**src/rtl/rnd_unit.sv**
```systemverilog
// rnd_unit: samples an upstream random byte into a small FIFO and
// serves masked values to CPU RND (Cxkk) requests over valid/ready.
module rnd_unit #(
  parameter int SAMPLE_DIV = 8,
  parameter int DEPTH      = 4
) (
  input  logic                     clk,
  input  logic                     rst,
  input  logic [7:0]               random_byte,
  input  logic                     req_valid,
  output logic                     req_ready,
  input  logic [7:0]               req_mask,
  input  logic [3:0]               req_reg,
  output logic                     resp_valid,
  input  logic                     resp_ready,
  output logic [7:0]               resp_data,
  output logic [3:0]               resp_reg,
  output logic [$clog2(DEPTH):0]   level
);

  localparam int AW = $clog2(DEPTH);
  localparam int LW = AW + 1;
  localparam logic [7:0]    LAST = 8'(SAMPLE_DIV - 1);
  localparam logic [LW-1:0] FULL = LW'(DEPTH);

  logic [7:0]    cnt;
  logic [AW-1:0] wr_ptr;
  logic [AW-1:0] rd_ptr;
  logic [7:0]    mem [DEPTH];
  logic          sample;
  logic          push;
  logic          pop;

  assign sample    = (cnt == LAST);
  assign req_ready = (level != '0) && (!resp_valid || resp_ready);
  assign pop       = req_valid && req_ready;
  // a full FIFO still takes the sample if its head leaves on the same edge
  assign push      = sample && ((level != FULL) || pop);

  // free-running sample divider
  always_ff @(posedge clk or negedge rst) begin
    if (!rst) begin
      cnt <= '0;
    end else if (sample) begin
      cnt <= '0;
    end else begin
      cnt <= cnt + 8'd1;
    end
  end

  // sample storage; entries only become readable after being written
  always_ff @(posedge clk) begin
    if (push) begin
      mem[wr_ptr] <= random_byte;
    end
  end

  // circular pointers and occupancy
  always_ff @(posedge clk or negedge rst) begin
    if (!rst) begin
      wr_ptr <= '0;
      rd_ptr <= '0;
      level  <= '0;
    end else begin
      if (push) begin
        wr_ptr <= wr_ptr + AW'(1);
      end
      if (pop) begin
        rd_ptr <= rd_ptr + AW'(1);
      end
      unique case ({push, pop})
        2'b10:   level <= level + LW'(1);
        2'b01:   level <= level - LW'(1);
        default: level <= level;
      endcase
    end
  end

  // response register: load on accept, clear valid on handoff, else hold
  always_ff @(posedge clk or negedge rst) begin
    if (!rst) begin
      resp_valid <= 1'b0;
      resp_data  <= 8'h00;
      resp_reg   <= 4'h0;
    end else if (pop) begin
      resp_valid <= 1'b1;
      resp_data  <= mem[rd_ptr] & req_mask;
      resp_reg   <= req_reg;
    end else if (resp_valid && resp_ready) begin
      resp_valid <= 1'b0;
    end
  end

endmodule
```
**config.mk**
```make
export PLATFORM = sky130hd
export DESIGN_NAME = rnd_unit
export DESIGN_NICKNAME = d
export VERILOG_FILES = /design/src/rtl/rnd_unit.sv
export SDC_FILE = /design/constraint.sdc
export NUM_CORES = 1
export LEC_CHECK = 0
export ABC_AREA = 1
export CAP_MARGIN = 25
export CORE_AREA = 2 2 75 77
export CTS_BUF_LIST = sky130_fd_sc_hd__clkbuf_8
export CTS_CLUSTER_SIZE = 24
export DETAILED_ROUTE_END_ITERATION = 10
export DIE_AREA = 0 0 77 79
export PLACE_DENSITY = 0.88
export SYNTH_ARGS = -nofsm -noshare
export SYNTH_HDL_FRONTEND = slang
export SYNTH_SLANG_ARGS = --single-unit
```
**constraint.sdc**
```tcl
create_clock -name clk -period 1.6 [get_ports clk]
set_clock_uncertainty 0.05 [all_clocks]
set_input_delay 0.24 -clock clk [delete_from_list [all_inputs] [get_ports clk]]
set_output_delay 0.24 -clock clk [all_outputs]
set_load 0.02 [all_outputs]
```
* After elaboration in Yosys (flattened, before gate mapping) *
Memories as Yosys holds them, arrays and structs flattened.
Cells that the tools add are included.

storage, ports and cells
  register bits = 28
  memory bits (writable) = 32
  output and inout port bits = 17
  word-level logic and storage cells = 34
  memories kept = 1

memory list
  memory  depth  width  read ports  clocked after Yosys merged registers in  write ports  line  RTL
  mem     4      8      1           0                                        1            29    logic [7:0] mem [DEPTH];

operators by class
  add/sub/neg operators = 5
  equality and inequality tests = 4
  muxes and demuxes = 6
  bitwise operators = 1
  reductions and logical operators = 10

operators by type and width
  cell                   number
  $add A8 B1 Y8 const B  1
  $and A8 B8 Y8          1
  $eq A8 B3 Y1 const B   1
  $mux W8                1
  $pmux W3 S2            1
  $add A2 B1 Y2 const B  2
  $logic_and A1 B1 Y1    4
  $mux W1                4
  $reduce_bool A2 Y1     2
  $add A3 B1 Y3 const B  1
  $ne A3 B3 Y1 const B   1
  $reduce_bool A3 Y1     1
  $sub A3 B1 Y3 const B  1
  $eq A2 B1 Y1 const B   1
  $eq A2 B2 Y1 const B   1
  $logic_or A1 B1 Y1     2
  $logic_not A1 Y1       1

* Longest topological paths before layout *
  word-level depth = 8
  gate-level depth with buffers = 11

* Worst setup path before layout *
Ideal clock, no wire load.

  path kind = register -> register
  start point = reg cnt[0]
  end point = reg level[2]
  library setup time = 0.063 ns
  data arrival time = 1.684 ns
  required time = 1.487 ns
  slack = -0.197 ns
  stages on the path, launching flop included = 12
  cells stage by stage = dfrtp_1 ha_1 nand3_2 nor2_8 nor2_2 inv_2 fa_1 inv_1 nand4_1 nand3_1 nand2_1 inv_1

between the ends
  word-level cells in the longest chain between the ends = 4
  elaborated cells between the ends (all ways) = 6

ends and longest elaborated chain
  what                                               line  RTL
  from (decl)                                        26    logic [7:0] cnt;
  from (signal assigned)                             47    cnt <= cnt + 8'd1;
  $eq A8 B3 Y1 *                                     34    assign sample = (cnt == LAST);
  $logic_and A1 B1 Y1 *                              38    assign push = sample && ((level != FULL) || pop);
  $eq A2 B1 Y1 or $eq A2 B2 Y1 (tied branches)       71    unique case ({push, pop})
  $pmux W3 S2 or $reduce_bool A2 Y1 (tied branches)  --
  to (signal assigned)                               72    2'b10: level <= level + LW'(1);
  to (signal assigned)                               73    2'b01: level <= level - LW'(1);
  to (signal assigned)                               74    default: level <= level;
  to (decl)                                          18    output logic [$clog2(DEPTH):0] level

Mark *: on every way between the ends. The rest lies on a longest branch, timed or not.
A chain may end at the register's enable or synchronous reset.

* Worst setup path in the final report *
  start point = reg cnt[0]
  end point = reg level[1]

Same word-level chain as after synthesis.

==> summary.md <==
| Metric | Value |
|---|---|
| Regs by FF count | `mem: 32 flops, cnt: 8 flops, resp_data: 8 flops` |
| Hold_buf cts | `0` |
| Clock Latency Late Sink | `0.34 ns` |
| PwrDens | `1620 nW/um^2` |
| DRT Pass-1 Iters | `5` |
| First-pass GRT wire length | `~8700 um` |
| TritonCTS Sinks | `60` |
| Worst Path Max Fanout | `2` |
| Fraction of layout cells with a size suffix above 1 | `21.5%` |
| Remaining antenna violation count | `0` |
| Crit path DAT | `approximately 1.9 ns` |
| Worst setup SP type | `flop` |
| Antenna Cells | `0` |
| Fin. Hold Viols | `0` |
| Layout filler cell count | `391` |
| Synth warn | `0` |
| TritonCTS clock tree | `yes` |
| RSZ-0062 raised after global routing | `true` |
| Syn Inst Count | `230` |
| IO Count | `between 40 and 50` |
| Switching Power | `2.00 mW` |
| Crit path cell chain | `ha_4 -> nand3_4 -> nor2_8 -> nor2_4 -> inv_2 -> fa_2 -> inv_1 -> nand2_1 -> o21ai_1` |
| Yosys cell types | `28` |
| Clock power share | `between 20 and 30%` |
| Cell Int Power | `around 3.7 mW` |
| Peak VDD IR | `~0.00075 V` |
| Nets | `328` |
| Biggest register | `mem` |
| Endpoints failing setup | `34` |
| DR vias/cell | `4.91` |
| Layout area overhead | `37.1%` |
| Actual slew at the worst max-slew pin | `0.344 ns` |
| EDFF count, synth | `32` |
| WL final | `approximately 5400 um` |
| Slowest stage cell, crit path | `fa_2` |
| Vias post-DR | `1843` |
| Max Clk Rate | `588 MHz` |
| Clock tree buffer depth | `2` |
| CTS root buf | `clkbuf_8` |
| Top_reg_cell synth | `edfxtp_1` |
| Avg Synthesized Cell Area | `11.2 um^2` |
| Async SR Flop Fraction | `~47%` |
| Sequential share of power | `35.9%` |
| Num CTS Buffers | `9` |
| Core area | `~5300 um^2` |
| Max-cap viol count | `0` |
| Pre-CTS setup slack | `-0.351 ns` |
| Max_slew headroom | `77.1%` |
| Violated checks | `setup timing` |
| Reg area | `approximately 1700 um^2` |
| Die H | `about 79 um` |
| Worst Path Required | `1.77 ns` |
| Initial antenna violation count | `0` |
| Port buffer count | `40` |
| Fin cells | `approximately 380` |
| Gr ovfl total | `0` |
| HP Class | `input port to asynchronous set/reset pin` |
| Switching share of power | `35.0%` |
| Die area | `6080 um^2` |
| DPL Wire Length | `3390 um` |
| Final slew viol count | `0` |
| Setup ws final | `-0.0999 ns` |
| Worst Setup Path Type | `flop to flop` |
| Comb pwr share | `34.8%` |
| Number of cell rows | `27` |
| Wire length per cell | `14.4 um` |
| Number of remaining DRC errors | `0` |
| Max reg flops | `32` |
| Hold WS | `0.219 ns` |
| Final GP Congestion | `0.843` |
| Clock-pin transition on the worst setup and hold timing paths | `around 0.070 ns` |
| Synth Register Bits | `60` |
| Status | `complete, but fails checks` |
| Leak | `about 1.6 nW` |
| Pin count of the biggest net entering global routing | `29` |
| Post-synth design cell area | `~2600 um^2` |
| Syn_nets | `between 200 and 300` |
| Number of DRC markers in iteration 0 | `174` |
| Die X | `77 um` |
| Final period utilization | `106%` |
| Vias in the first global route | `around 1.9k` |
| Proportion of synthesized chip area in sequential cells | `64.6%` |
| Tot GR Track Use | `19.3%` |
| Area after DPL | `~3200 um^2` |
| Crit path time final | `1.70 ns` |
| CP endpoint kind | `flop` |
| Total power | `5.70 mW` |
| Initial Util | `48.2%` |
| Largest stage delay on the critical path | `0.51 ns` |
| Placed cells | `355` |
| H-tree depth | `3` |
| Fin area | `3530 um^2` |
| Footprint of the multi-input gates | `approximately 830 um^2` |
-- per-layer routing --
layer  vias up  track usage [%]  share of wire [%]
li1        899                -                  -
met1       860             23.9                 41
met2        70             29.9                 49
met3        14             6.02                6.7
met4         0             11.6                3.0
met5         -                0                  0
-- final timing paths --
kind / from / endpoint / slack [ns] / cells past startpoint
worst max-delay path: cnt[0] / level[1] / -0.1 / 9
worst min-delay path: rst / resp_data[3] / 0.22 / 2
worst max register to register: cnt[0] / level[1] / -0.1 / 9
worst min register to register: resp_data[1] / resp_data[1] / 0.43 / 2
max in group asynchronous: rst / level[1] / 0.99 / 2
min in group clk: req_reg[0] / resp_reg[0] / 0.39 / 3
-- critical path: cells and delay by family (launching register included) --
| kind | cells | cell delay, ns |
|---|---|---|
| fa+ha+maj | 2 | 0.70 |
| simple gates | 4 | 0.27 |
| compound gates | 1 | 0.06 |
| flops | 1 | 0.42 |
| buf+inv | 2 | 0.09 |
-- repair_timing --
item / in CTS / in global routing
pin swaps: 2 / 1
endpoints found under the hold margin: 0 / 0
setup buffers: 2 / 2
gates resized for setup: 12 / 10
endpoints found under the setup margin: 43 / 42
-- Yosys cell counts (2+ instances only) --
master,count,area [um^2]
inv_2,2,7.51
buf_4,2,15.0
dfrtp_1,28,701
nand4_1,2,12.5
xor2_1,7,61.3
o22ai_1,8,50.1
nor2_2,2,12.5
o21ai_0,19,95.1
nand3_4,2,35.0
edfxtp_1,32,961
a21oi_1,2,10.0
nand2_1,40,150
ha_1,5,62.6
nand2_2,3,18.8
nor2_1,27,101
nand3_1,13,65.1
inv_1,25,93.8
-- stage by stage --
stage | utilization [%] | setup TNS (ns)
3_3_place_gp | 60.2 | -8.85
3_5_place_dp | 60.2 | -9.98
4_1_cts | 65.3 | -0.241
6_report | 66.1 | -1.70
2_1_floorplan | - | -0.0724
5_1_grt | 66.1 | -4.14
-- power groups by stage --
stage / logic (mW) / registers (mW) / clock network (mW)
CTS: 1.96 / 2.04 / 1.69
global route: 2.19 / 2.09 / 1.77
finish: 1.98 / 2.05 / 1.67
global placement: 1.94 / 2.06 / 0
detailed placement: 2.00 / 2.07 / 0
floorplan: 0.987 / 2.29 / 0
-- cell families after synthesis --
logic type	share of synthesized area, %
AND/OR/NAND/NOR	17.2
flip-flops	64.6
buffers and inverters	6.08
AO/OA/AOI/OAI	6.52
XOR/XNOR	2.38
adder cells (fa/ha/maj)	3.21
-- layout by cell type, fill, tap and decap left out --
master and count:
ha_1 4, clkinv_4 2, a21o_1 1, clkinvlp_4 1
clkbuf_8 9, nand3_4 3, nand4_1 2, ha_4 1
dfrtp_2 4, o21ai_0 19, dlymetal6s2s_1 7, nand2_1 39
nor2_8 1, nor3_1 1, bufinv_16 3, nand2_2 3
inv_6 1, edfxtp_1 32, inv_1 23, buf_12 1
nand3_1 13, nand2_8 1, xor2_1 7, nor2_4 6
dlygate4sd2_1 8, clkdlybuf4s50_1 24, inv_2 4, o21ai_1 1
clkbuf_2 1, fa_2 1, dfrtp_1 24, buf_4 22
a21oi_1 2, o22ai_1 8, nor2_1 23, nand2_4 1
-- layout make-up --
| class | instances | share of cell area [%] |
|---|---|---|
| Clock buffer | 9 | 3.51 |
| Clock inverter | 7 | 3.51 |
| Inverter | 27 | 2.87 |
| Multi-Input combinational cell | 137 | 23.6 |
| Sequential cell | 60 | 47.3 |
| Tap cell | 72 | 2.56 |
| Timing Repair Buffer | 63 | 16.7 |
(Power assumes the default switching activity.)
